File: src/rtl/posit_field_decoder.sv
// Two-stage posit unpacker: stage 1 takes the sign and magnitude, stage 2 decodes
// regime, exponent and fraction. A single advance enable stalls both stages together.
module posit_field_decoder #(
  parameter int unsigned N      = 16,
  parameter int unsigned ES     = 1,
  parameter int unsigned K_BITS = $clog2(N) + 1,
  parameter int unsigned F_BITS = N - 3 - ES
) (
  input  logic              clk_i,
  input  logic              rst_i,
  input  logic              in_valid_i,
  output logic              in_ready_o,
  input  logic [N-1:0]      posit_i,
  output logic              out_valid_o,
  input  logic              out_ready_i,
  output logic              sign_o,
  output logic [K_BITS-1:0] k_o,
  output logic [ES-1:0]     exp_o,
  output logic [F_BITS-1:0] frac_o,
  output logic              is_zero_o,
  output logic              is_nar_o
);

  localparam int unsigned M_BITS = $clog2(N) + 1;
  localparam int unsigned T_BITS = N - 3;

  logic adv;

  logic         s1_valid;
  logic         s1_sign;
  logic [N-2:0] s1_r;
  logic         s1_zero;
  logic         s1_nar;

  logic [N-2:0]        r_in_c;
  logic                zero_in_c;
  logic                nar_in_c;
  logic                r0_c;
  logic                stop_c;
  logic [M_BITS-1:0]   m_c;
  logic [T_BITS-1:0]   tail_c;
  logic [K_BITS-1:0]   k_c;
  logic [ES-1:0]       exp_c;
  logic [F_BITS-1:0]   frac_c;
  logic                special_c;

  assign adv        = !out_valid_o || out_ready_i;
  assign in_ready_o = adv;

  // Only the low N-1 bits of the magnitude matter: the top bit is 0 for every
  // non-NaR posit, and NaR is flagged separately.
  always_comb begin
    r_in_c    = posit_i[N-1] ? ((N-1)'(~posit_i[N-2:0]) + (N-1)'(1)) : posit_i[N-2:0];
    zero_in_c = (posit_i == '0);
    nar_in_c  = (posit_i == {1'b1, {(N-1){1'b0}}});
  end

  // Regime run length, then left-align the bits that follow the terminator.
  always_comb begin
    r0_c   = s1_r[N-2];
    m_c    = M_BITS'(1);
    stop_c = 1'b0;
    for (int i = int'(N) - 3; i >= 0; i--) begin
      if (!stop_c && (s1_r[i] == r0_c)) begin
        m_c = m_c + M_BITS'(1);
      end else begin
        stop_c = 1'b1;
      end
    end
    tail_c    = s1_r[N-4:0] << (m_c - M_BITS'(1));
    k_c       = r0_c ? (K_BITS'(m_c) - K_BITS'(1)) : (K_BITS'(0) - K_BITS'(m_c));
    exp_c     = tail_c[T_BITS-1 -: ES];
    frac_c    = tail_c[F_BITS-1:0];
    special_c = s1_zero || s1_nar;
  end

  always_ff @(posedge clk_i) begin
    if (rst_i) begin
      s1_valid    <= 1'b0;
      s1_sign     <= 1'b0;
      s1_r        <= '0;
      s1_zero     <= 1'b0;
      s1_nar      <= 1'b0;
      out_valid_o <= 1'b0;
      sign_o      <= 1'b0;
      k_o         <= '0;
      exp_o       <= '0;
      frac_o      <= '0;
      is_zero_o   <= 1'b0;
      is_nar_o    <= 1'b0;
    end else if (adv) begin
      s1_valid    <= in_valid_i;
      s1_sign     <= posit_i[N-1];
      s1_r        <= r_in_c;
      s1_zero     <= zero_in_c;
      s1_nar      <= nar_in_c;
      out_valid_o <= s1_valid;
      sign_o      <= s1_sign;
      k_o         <= special_c ? '0 : k_c;
      exp_o       <= special_c ? '0 : exp_c;
      frac_o      <= special_c ? '0 : frac_c;
      is_zero_o   <= s1_zero;
      is_nar_o    <= s1_nar;
    end
  end

endmodule

File: config.mk
export PLATFORM = sky130hd
export DESIGN_NAME = posit_field_decoder
export DESIGN_NICKNAME = d
export VERILOG_FILES = /design/src/rtl/posit_field_decoder.sv
export SDC_FILE = /design/constraint.sdc
export NUM_CORES = 1
export LEC_CHECK = 0
export CAP_MARGIN = 20
export CORE_MARGIN = 5
export CORE_UTILIZATION = 30
export CTS_CLUSTER_DIAMETER = 200
export DETAILED_ROUTE_END_ITERATION = 6
export GPL_TIMING_DRIVEN = 1
export HOLD_SLACK_MARGIN = 0.03
export PLACE_DENSITY = 0.46
export SYNTH_ARGS = -nofsm -noshare
export SYNTH_HDL_FRONTEND = slang
export SYNTH_SLANG_ARGS = --single-unit
File: constraint.sdc
create_clock -name clk_i -period 8.59 [get_ports clk_i]
set_input_delay 1.718 -clock clk_i [delete_from_list [all_inputs] [get_ports clk_i]]
set_output_delay 1.718 -clock clk_i [all_outputs]
set_load 0.01 [all_outputs]
After elaboration in Yosys (flattened, before gate mapping)
Index checks and enable logic that the tools add are counted.
Storage, ports and cells
  flip-flop bits (word level): 41
  input bits: 20
  logic and storage cells: 106
Operators by class
  add/subtract/negate cells: 16
  eq/ne operators: 15
  shift operators: 1
  mux-type cells: 32
  bitwise logic cells: 1
  reductions and logical operators: 29
Operators by type and width (number)
  2-to-1 mux 5 bit: 15
  adder 5 x 1 -> 5 bit, second input constant: 13
  equality test 16 bit, second input constant: 1
  logical NOT 16 bit: 1
  adder 15 x 1 -> 15 bit, second input constant: 1
  2-to-1 mux 15 bit: 1
  inverter 15 bit: 1
  equality test 1 bit: 14
  2-to-1 mux 1 bit: 14
  logical AND 1 bit: 13
  logical NOT 1 bit: 13
  << shifter 13 x 5 -> 13 bit: 1
  2-to-1 mux 12 bit: 1
  subtractor 1 x 5 -> 5 bit, first input constant: 1
  subtractor 5 x 1 -> 5 bit, second input constant: 1
  logical OR 1 bit: 2
  2-to-1 mux 2 bit: 1

Logic depth before layout (Yosys ltp)
Gate-level depths: netlist (run 1).
  word-level depth: 42
  depth in mapped cells: 42

Worst setup path after synthesis (run 1)
OpenSTA, ideal clock, no wires.
  path type: register to register
  start: reg s1_r[14]
  end: reg frac_o[8]
  data arrival time: 7.553 ns
  data required time: 8.473 ns
  slack: 0.920 ns
  cell stages (with the launch flop): 43
  period minus slack after synthesis: 7.670 ns
  path through: dfxtp_1 buf_6 buf_4 buf_2 nand2_1 a31o_2 nand2_1 ha_1 nor2_1 a22oi_1 ha_1 a21o_1 ha_1 or4_1 o21a_1 ha_1 nand2_1 nand2_1 (+7 left out) inv_1 a21oi_1 ha_1 a21oi_1 a21oi_1 ha_1 o221ai_1 o21ai_0 o211ai_1 o21ai_0 nand2_1 ha_1 clkbuf_1 nor2_1 a21oi_1 a2bb2oi_1 mux2i_1 a32o_1
On the way
  longest elaborated chain between the ends: 42
Ends and longest elaborated chain
  start, declared: RTL line 31  | logic [N-2:0] s1_r;
  start signal, assigned: RTL line 94  | s1_r <= r_in_c;
  branches (longest 38 deep; another with adder 5 x 1 -> 5 bit)
  2-to-1 mux 5 bit (*): RTL line 64  | if (!stop_c && (s1_r[i] == r0_c)) begin
  subtractor 5 x 1 -> 5 bit (*): RTL line 70  | tail_c = s1_r[N-4:0] << (m_c - M_BITS'(1));
  << shifter 13 x 5 -> 13 bit (*): RTL line 70
  2-to-1 mux 12 bit (*): RTL line 101  | frac_o <= special_c ? '0 : frac_c;
  end signal, assigned: RTL line 101
  end, declared: RTL line 19  | output logic [F_BITS-1:0] frac_o,
Every way passes the cells marked *.
A chain may end at the register's enable or synchronous reset.

Worst setup path after layout (run 1)
  start: reg s1_r[9]
  end: reg frac_o[9]
On the way
  longest elaborated chain between the ends: 33
Ends and longest elaborated chain (RTL line)
  branches (longest 31 deep; another with adder 5 x 1 -> 5 bit)
  << shifter 13 x 5 -> 13 bit (*): 70
  2-to-1 mux 12 bit (*): 101
Marked as above.

==> impl_metrics.toml, run 1 <==
[synthesis]
syn_nets = 559
synthFlopType = "dfxtp_1"
async_reset_ff_frac = 0
syn-cell-area_um2 = 4060
postSynthCellCount = 527
ys_ff_latch = 41
synth_edf_count = 0
synth_top_area_share = 0.202
yosys.area.top_type = "dfxtp_1"
synth_cell_types = 84
yosysWarnings = 0
syn_area_per_cell_um2 = 7.71
ys_seq_area_frac = 0.202
synth_area_leaders = "dfxtp_1, mux2i_1, nor2_1, nand2_1, xor2_1"

[critical_path]
cp-start-kind = "flop"
reg2reg_from = "s1_r[9]"
crit_fanout = 13
cp_num_buf_inv = 2
cpLargestDelayFamily = "adder cells"
r2r_end = "frac_o[9]"
r2r_cells = 37
arrival_ns = 8.25
r2r_slack_ns = 0.56
worstSetupEndpointType = "flop"
crit_path_top_delay_cell = "or4_1"
path_common_cell = "ha_1"
critPathMaxStageDelay_ns = 0.55
required_ns = 8.82
crit_type = "reg2reg"

[cells_and_area]
top_register = "s1_r"
layout-drive-gt1-share = 0.0945
largest_reg_flops = 15
area_growth_syn_to_layout_pct = 18.3
fin_util = 0.363
nNetsFinal = 581
regArea_um2 = 825
fillers = 1429
multi_input_area_um2 = 3060
n_antenna_cell = 0
finalNonFillerCells = 726
top_regs = "s1_r (15), frac_o (12), k_o (5)"

[floorplan]
start_util = 0.307
fp.dieArea_um2 = 16000
die_x_um = 126
fp-row-count = 42
die_h_um = 126
fp.coreArea_um2 = 13200
io_pins = 43

[clock_network]
postCtsHoldBufs = 0
cts-root-buf = "clkbuf_16"
cts.sinks = 41
path_clk_slew_ns = 0.06
tritoncts = "yes"
ctsHtreeMaxLevel = 2
numCtsBuffers = 5
clk_latency_ns = 0.28
clk_path_buf_depth = 2

[timing]
fin_skew_ns = 0.00855
tightestPinTransition_ns = 1.04
whs_ns = 0.457
slew_headroom = 0.303
max_freq_mhz = 125
fin_crit_ns = 8.03
fin_crit_sh = 0.935
setup-violations-final = 0
hold_violations = 0
slew_viol_final = 0
fin_tns_setup_ns = 0

[global_route]
overflow = 0
grt_usage = 0.140
grt_pass1_wl_um = 18900
grt_pass1_vias = 3897
antenna_found_initial = 0
grt_max_degree = 36

[drt]
first_iter_violations = 177
top_layer = "met4"
vias = 3856
drc = 0
avgViaCountPerCell = 5.31
avgRoutedWirePerCell_um = 15.5
dr_wl_met3_um = 224
route.met2.wl_um = 5080
drtAntennaViolNets = 0
wl_met1_um = 5710
dr.pass1.iters = 5
wirelength_um = 11300

[power]
vdd_drop_max_mv = 0.0950
p_per_area_nw_per_um2 = 209
p_leak_nw = 1.84

[placement]
io_buffers = 42
dpl.cell_count = 715
dp_hpwl_um = 8910
gp_congestion = 0.832

[run_status]
status = "finished clean"

[min_path]
hp-class = "reg2reg"
min_from = "is_nar_o"
hold-path-cell-count = 2
hold_end = "is_nar_o"

[run]
drv_cap = 0
[power breakdown]
part           switching (W)  internal, W  leakage, nW
Combinational       0.000300     0.000261         1.42
Sequential         0.0000302     0.000221        0.339
Clock              0.0000763     0.000116       0.0768
Total               0.000406     0.000598         1.84
[cells by family after synthesis]
kind of cell             Yosys count  share of synthesized area
AND/OR/NAND/NOR                  216                      0.281
AO/OA/AOI/OAI                    141                      0.249
buffers and inverters             49                     0.0554
flip-flops                        41                      0.202
XOR/XNOR                          36                     0.0967
multiplexers                      32                     0.0792
adder cells (fa/ha/maj)           12                     0.0370
[worst max-delay path by stage]
stage | startpoint | end | slack [ns] | cells after the start
floorplan | s1_r[14] | frac_o[8] | 0.92 | 42
global placement | s1_r[12] | frac_o[8] | 0.35 | 36
detailed placement | s1_r[12] | frac_o[9] | 0.1 | 36
CTS | s1_r[12] | frac_o[9] | 0.06 | 36
global route | s1_r[9] | frac_o[11] | -0.03 | 38
finish | s1_r[9] | frac_o[9] | 0.56 | 37
[worst reg2reg max path: cells and delay by family (launching register included)]
| kind | cells | cell delay [ns] |
|---|---|---|
| adders and majority gates | 10 | 2.93 |
| AOI/OAI and AO/OA | 15 | 2.48 |
| and+or+nand+nor | 8 | 1.33 |
| xor gates and xnor gates | 1 | 0.54 |
| DFF | 1 | 0.36 |
| muxes | 1 | 0.21 |
| buffers and inverters | 2 | 0.12 |
[placed cells by master (no fill, tap or decap), types with 4 or more instances in the layout]
master | synthesis | routed
nand3_1 | 16 | 16
dfxtp_1 | 41 | 38
a2bb2oi_1 | 6 | 5
and3_1 | 8 | 8
nor3_1 | 20 | 20
and2_1 | 5 | 5
nor2_1 | 54 | 53
mux2i_1 | 31 | 30
clkbuf_16 | 0 | 5
a22oi_1 | 5 | 5
inv_1 | 10 | 10
or3_1 | 16 | 16
clkdlybuf4s50_1 | 0 | 42
a211oi_1 | 16 | 16
o211ai_1 | 6 | 6
ha_1 | 12 | 11
nand2_1 | 48 | 48
nand2b_1 | 8 | 8
o21ai_0 | 24 | 23
xor2_1 | 20 | 18
xnor2_1 | 11 | 11
or4_1 | 4 | 4
o31ai_1 | 6 | 5
a32o_1 | 5 | 5
a21oi_1 | 25 | 25
a22o_1 | 7 | 7
or2_2 | 4 | 4
buf_4 | 3 | 9
nor2b_1 | 7 | 7
[cells in the mapped netlist (4+ instances only)]
master	instances
ha_1	12
o211ai_1	6
nor3_1	20
a32o_1	5
a2bb2oi_1	6
nor2_1	54
and2_1	5
or4_1	4
or3_1	16
xor2_1	20
a22o_1	7
dfxtp_1	41
buf_2	6
nand2_1	48
or2_2	4
inv_1	10
a21oi_1	25
nand2b_1	8
nor2b_1	7
xnor2_1	11
a211oi_1	16
mux2i_1	31
and3_1	8
o21ai_0	24
nand3_1	16
o31ai_1	6
a22oi_1	5
clkbuf_1	23
[area by class of cell]
class / count / share of cell area
sequential: 41 / 0.172
timing repair buffer: 52 / 0.106
multi-input combinational: 437 / 0.636
clock inverter: 2 / 0.00286
inverter: 12 / 0.00937
clock buffer: 6 / 0.0289
tap: 176 / 0.0458
[routing by layer]
layer | vias to the layer above | GRT usage
met5 | - | 0
met4 | 0 | 0.0479
met3 | 16 | 0.0177
met2 | 49 | 0.227
met1 | 1791 | 0.191
li1 | 2000 | -
[what timing repair did]
action	4_1_cts	5_1_grt
endpoints found under the setup margin	0	15
buffers inserted	0	3
resized for setup	0	12
[through the flow]
| step | area [um^2] | setup WS (ns) | total power (W) |
|---|---|---|---|
| 3_3_place_gp | 4580 | 0.355 | 0.000789 |
| 2_1_floorplan | 4060 | 0.920 | 0.000656 |
| 5_1_grt | 4810 | -0.0277 | 0.00108 |
| 6_report | 4810 | 0.562 | 0.00100 |
| 4_1_cts | 4730 | 0.0605 | 0.000991 |
| 3_5_place_dp | 4580 | 0.0961 | 0.000796 |
Power figures use the tool's default switching activity.
==> run 2: changes to the inputs <==
--- a/config.mk
+++ b/config.mk
@@ -5,14 +5,14 @@
 export SDC_FILE = /design/constraint.sdc
 export NUM_CORES = 1
 export LEC_CHECK = 0
-export CAP_MARGIN = 20
+export CAP_MARGIN = 30
 export CORE_MARGIN = 5
-export CORE_UTILIZATION = 30
+export CORE_UTILIZATION = 55
 export CTS_CLUSTER_DIAMETER = 200
 export DETAILED_ROUTE_END_ITERATION = 6
 export GPL_TIMING_DRIVEN = 1
 export HOLD_SLACK_MARGIN = 0.03
-export PLACE_DENSITY = 0.46
+export PLACE_DENSITY = 0.76
 export SYNTH_ARGS = -nofsm -noshare
 export SYNTH_HDL_FRONTEND = slang
 export SYNTH_SLANG_ARGS = --single-unit
==> impl_metrics.toml, run 2 (synthesis gave the netlist of run 1 again) <==
[run_status]
status = "finished clean"

[placement]
placedInstanceArea_um2 = 4480
io_buffers = 42
dp_hpwl_um = 8000
gp_congestion = 0.876
pre_cts_ws_ns = 0.0558

[power]
p_per_area_nw_per_um2 = 202
vdd_drop_max_mv = 0.120
p_leak_nw = 1.80

[min_path]
hp-class = "reg2reg"

[timing]
slew_viol_final = 0
fin_crit_sh = 0.937
fin_crit_ns = 8.05
hold_violations = 0
tightestPinTransition_ns = 1.01
fin_tns_setup_ns = 0
fin_ws_ns = 0.542
slew_headroom = 0.324
whs_ns = 0.460
max_freq_mhz = 124
setup-violations-final = 0
fin_skew_ns = 0.0120
rsz0062_at_grt = "no"

[floorplan]
die_x_um = 95.9
fp.coreArea_um2 = 7210
die_h_um = 95.9
fp.dieArea_um2 = 9210
io_pins = 43
start_util = 0.563
fp-row-count = 31

[clock_network]
numCtsBuffers = 5
cts.sinks = 41
clk_path_buf_depth = 2
ctsHtreeMaxLevel = 2
tritoncts = "yes"
path_clk_slew_ns = 0.08
clk_latency_ns = 0.29
cts-root-buf = "clkbuf_8"

[drt]
avgViaCountPerCell = 6.10
avgRoutedWirePerCell_um = 15.8
drc = 0
dr.pass1.iters = 5
drtAntennaViolNets = 0
wirelength_um = 10200
first_iter_violations = 226
vias = 3944

[critical_path]
worstSetupEndpointType = "flop"
path_common_cell = "ha_1"
crit_fanout = 13
crit_type = "reg2reg"
cp_num_buf_inv = 2
cp-start-kind = "flop"
crit_path_top_delay_cell = "or4_1"
critPathMaxStageDelay_ns = 0.55
cpLargestDelayFamily = "adder cells"
arrival_ns = 8.29
required_ns = 8.83

[global_route]
grt_pass1_wl_um = 16900
grt_pass1_vias = 3691
grt_max_degree = 36
overflow = 0
grt_usage = 0.225
antenna_found_initial = 0

[cells_and_area]
fin_area_um2 = 4630
top_regs = "s1_r (15), frac_o (12), k_o (5)"
largest_reg_flops = 15
nNetsFinal = 580
fin_util = 0.642
area_growth_syn_to_layout_pct = 14.0
layout-drive-gt1-share = 0.0912
n_antenna_cell = 0
top_register = "s1_r"
final_common_cell = "nor2_1"
fillers = 660
final_cell_mix = "nor2_1, nand2_1, clkdlybuf4s50_1"

[run]
drv_cap = 0
[run 2: changes by cell type in the layout (fill, tap and decap cells not counted)]
cell | before | now
o21ai_0 | 23 | 24
o21ai_1 | 2 | 1
clkinv_2 | 1 | 0
dfxtp_2 | 3 | 4
clkbuf_8 | 1 | 6
dfxtp_1 | 38 | 37
clkinv_4 | 1 | 0
clkbuf_16 | 5 | 0
xor2_1 | 18 | 19
buf_4 | 9 | 8
clkinvlp_4 | 0 | 1
xor2_2 | 2 | 1
[run 2: worst min-delay path, cell delays in order (launching register included)]
cell     delay [ns]
dfxtp_1        0.31
nand2_1        0.05
a21oi_1        0.05
[run 2: layout make-up]
type / instances / area, um^2 / area share
clock buffer: 6 / 82.6 / 0.0178
clock inverter: 1 / 7.51 / 0.00162
inverter: 12 / 45.0 / 0.00972
multi-input combinational: 437 / 3050 / 0.658
sequential: 41 / 826 / 0.178
tap: 99 / 124 / 0.0267
timing repair buffer: 51 / 500 / 0.108
[run 2: metrics by stage]
step,cells,power (W)
2_1_floorplan,527,0.000656
3_3_place_gp,637,0.000768
3_5_place_dp,637,0.000784
4_1_cts,644,0.000913
5_1_grt,647,0.000998
6_report,647,0.000935
[run 2: what timing repair did]
item,4_1_cts,5_1_grt
resized for setup,0,11
buffers inserted,0,3
setup endpoints to repair,0,14
hold buffers,0,0
[run 2: final timing paths]
check,startpoint,cells past startpoint,end,slack (ns)
worst min register to register,sign_o,2,sign_o,0.46
worst max-delay path,s1_r[10],37,frac_o[8],0.54
worst max register to register,s1_r[10],37,frac_o[8],0.54
worst min-delay path,sign_o,2,sign_o,0.46
[run 2: power by group]
part	total, W	leakage (nW)	internal [W]	switching, W
Combinational	0.000555	1.41	0.000259	0.000295
Sequential	0.000252	0.339	0.000221	0.0000303
Clock	0.000129	0.0433	0.0000635	0.0000655
Total	0.000935	1.80	0.000544	0.000391
[run 2: metal layers]
| metal | vias up | GRT usage | wire length (um) |
|---|---|---|---|
| li1 | 1995 | - | - |
| met1 | 1816 | 0.290 | 4660 |
| met2 | 118 | 0.390 | 4980 |
| met3 | 15 | 0.0297 | 404 |
| met4 | 0 | 0.0652 | 149 |
| met5 | - | 0 | 0 |
==> run 3: changes to the inputs <==
--- a/config.mk
+++ b/config.mk
@@ -11,7 +11,7 @@
 export CTS_CLUSTER_DIAMETER = 200
 export DETAILED_ROUTE_END_ITERATION = 6
 export GPL_TIMING_DRIVEN = 1
-export HOLD_SLACK_MARGIN = 0.03
+export HOLD_SLACK_MARGIN = 0.06
 export PLACE_DENSITY = 0.76
 export SYNTH_ARGS = -nofsm -noshare
 export SYNTH_HDL_FRONTEND = slang
==> results of run 3 <==
The final DEF is identical to that of run 2; final timing and power are the same.
==> variant, RTL diff (config.mk and constraints of run 3) <==
Make the reset (`rst_i`) asynchronous in one clocked block.
--- a/src/rtl/posit_field_decoder.sv
+++ b/src/rtl/posit_field_decoder.sv
@@ -76,3 +76,3 @@
 
-  always_ff @(posedge clk_i) begin
+  always_ff @(posedge clk_i or posedge rst_i) begin
     if (rst_i) begin
Check against the original RTL: differs if rst_i is asserted again (counterexample within 4 cycles, from zero or initial values and one cycle with rst_i high); with rst_i held inactive, the same outputs for 10 cycles.
==> variant against run 3 <==
  * First-iteration DRC count is 14% higher
  * Setup slack worse by 230 ps
  * Largest power group unchanged
  * Core utilization is 2.0 points higher
  * Power is 33% higher
  * Sequential share of layout area is 3.4 points higher
  * Clock skew is 0.76 ps lower
  * Die area is 2.3% higher
  * Final area is 4.8% higher
  * Hold slack better by 8.9 ps
  * Non-clock buffer count is 1 higher
  * Sequential cell count stayed put
  * Synthesized area is 2.6% higher
  * Routed wire length is 6.2% higher
  * Critical endpoint is now frac_o[10]$_DFFE_PP0P_
  * Critical path type unchanged
==> variant: results <==
INSERT INTO impl_metrics (metric_group, metric, value, unit) VALUES
('grt', 'grt_first_pass_wirelength', '18250', 'um'),
('place', 'detailed_place_hpwl', '8132', 'um'),
('outcome', 'outcome', 'finished clean', ''),
('logic_synthesis', 'post_synth_most_frequent_cells', 'sky130_fd_sc_hd__nand2_1, sky130_fd_sc_hd__dfrtp_1, sky130_fd_sc_hd__nor2_1, sky130_fd_sc_hd__o21ai_0, sky130_fd_sc_hd__mux2i_1', ''),
('layout', 'finalNetCount', '584', ''),
('setup_path', 'timing.reg2reg.setup_slack', '310', 'ps'),
('layout', 'final_layout_size_suffix_gt1_share', '12.66', '%'),
('sta', 'hold-worst-slack', '468.7', 'ps'),
('logic_synthesis', 'ys_types', '77', ''),
('logic_synthesis', 'seq_area_frac_synth', '24.61', '%'),
('grt', 'largest_net_degree_at_the_start_of_global_routing', '42', ''),
('power_and_ir_drop', 'power.ir.vdd_worst', '127.9', 'uV'),
('logic_synthesis', 'ys.flop_type', 'sky130_fd_sc_hd__dfrtp_1', ''),
('detailed_routing', 'via_to_cell_ratio', '6.242', ''),
('grt', 'first_global_vias', '3884', ''),
('setup_path', 'cpPeakStageDelay', '460', 'ps'),
('sta', 'tightestPinTransition', '707.7', 'ps'),
('layout', 'fillCellCount', '624', ''),
('grt', 'track_usage', '22.51', '%'),
('setup_path', 'worst_r2r_startpoint', 's1_r[9]$_DFFE_PP0P_', '');
variant: cell count changes in the layout (fill, tap and decap cells not counted), moves of 7 or more:
cell and delta:
sky130_fd_sc_hd__mux4_2 +7, sky130_fd_sc_hd__dfxtp_1 -37, sky130_fd_sc_hd__a211oi_1 -15, sky130_fd_sc_hd__o21ai_1 +9, sky130_fd_sc_hd__nand2_1 +38, sky130_fd_sc_hd__mux2_2 +9
sky130_fd_sc_hd__mux2i_1 -8, sky130_fd_sc_hd__nor2_1 -17, sky130_fd_sc_hd__dfrtp_1 +38, sky130_fd_sc_hd__o21ai_0 +13, sky130_fd_sc_hd__or3_1 -7, sky130_fd_sc_hd__a21oi_1 -11
variant: cell families after synthesis:
group,Yosys count,synth area share (%)
simple gates,223,26.14
compound gates,128,20.74
buf+inv,46,4.772
mux,41,12.49
flops,41,24.61
xor+xnor,33,7.653
fa+ha+maj,12,3.601
variant: power breakdown:
| group | internal, mW | switching [mW] |
|---|---|---|
| Clock | 0.0869 | 0.0693 |
| Sequential | 0.244 | 0.0597 |
| Combinational | 0.376 | 0.404 |
variant: worst min path at each step:
stage,end,cells after the start
floorplan,s1_valid$_DFFE_PP0P_,2
global placement,s1_valid$_DFFE_PP0P_,2
detailed placement,s1_valid$_DFFE_PP0P_,2
CTS,s1_valid$_DFFE_PP0P_,2
global route,is_nar_o$_DFFE_PP0P_,2
finish,s1_valid$_DFFE_PP0P_,2
variant: layer usage:
metal / track usage, % / routed length, um / share of wire, %
met1: 31.67 / 4872 / 45
met2: 35.77 / 5289 / 49
met3: 3.015 / 439 / 4.1
met4: 7.127 / 224 / 2.1
met5: 0 / 0 / 0
variant: what timing repair did:
action | in CTS | in global routing
endpoints found under the setup margin | 0 | 15
buffers inserted | 0 | 2
gates resized for setup | 0 | 16
endpoints found under the hold margin | 0 | 0
variant: worst reg2reg max path: cells and delay by family (launching register included):
| family | cells | cell delay, ps |
|---|---|---|
| xor+xnor | 1 | 300 |
| fa+ha+maj | 9 | 2680 |
| buf+inv | 2 | 370 |
| simple gates | 9 | 1350 |
| compound gates | 12 | 2130 |
| flops | 1 | 460 |
| mux | 4 | 850 |
variant: layout make-up:
type / instances / area, um2 / area share (%)
Timing Repair Buffer: 52 / 523.0 / 10.77
Multi-Input combinational cell: 437 / 3005 / 61.88
Inverter: 15 / 60.06 / 1.236
Clock buffer: 5 / 68.82 / 1.417
Tap cell: 99 / 123.9 / 2.550
Sequential cell: 41 / 1030 / 21.20
Clock inverter: 3 / 46.29 / 0.9531
variant: metrics by stage:
stage	cell area [um2]	power (mW)	std cells	setup WS, ps
floorplan	4169	0.8253	524	700.7
global placement	4627	1.006	640	612.8
detailed placement	4654	1.042	641	176.1
CTS	4770	1.205	649	142.4
global route	4857	1.332	652	-107.5
finish	4857	1.240	652	308.7
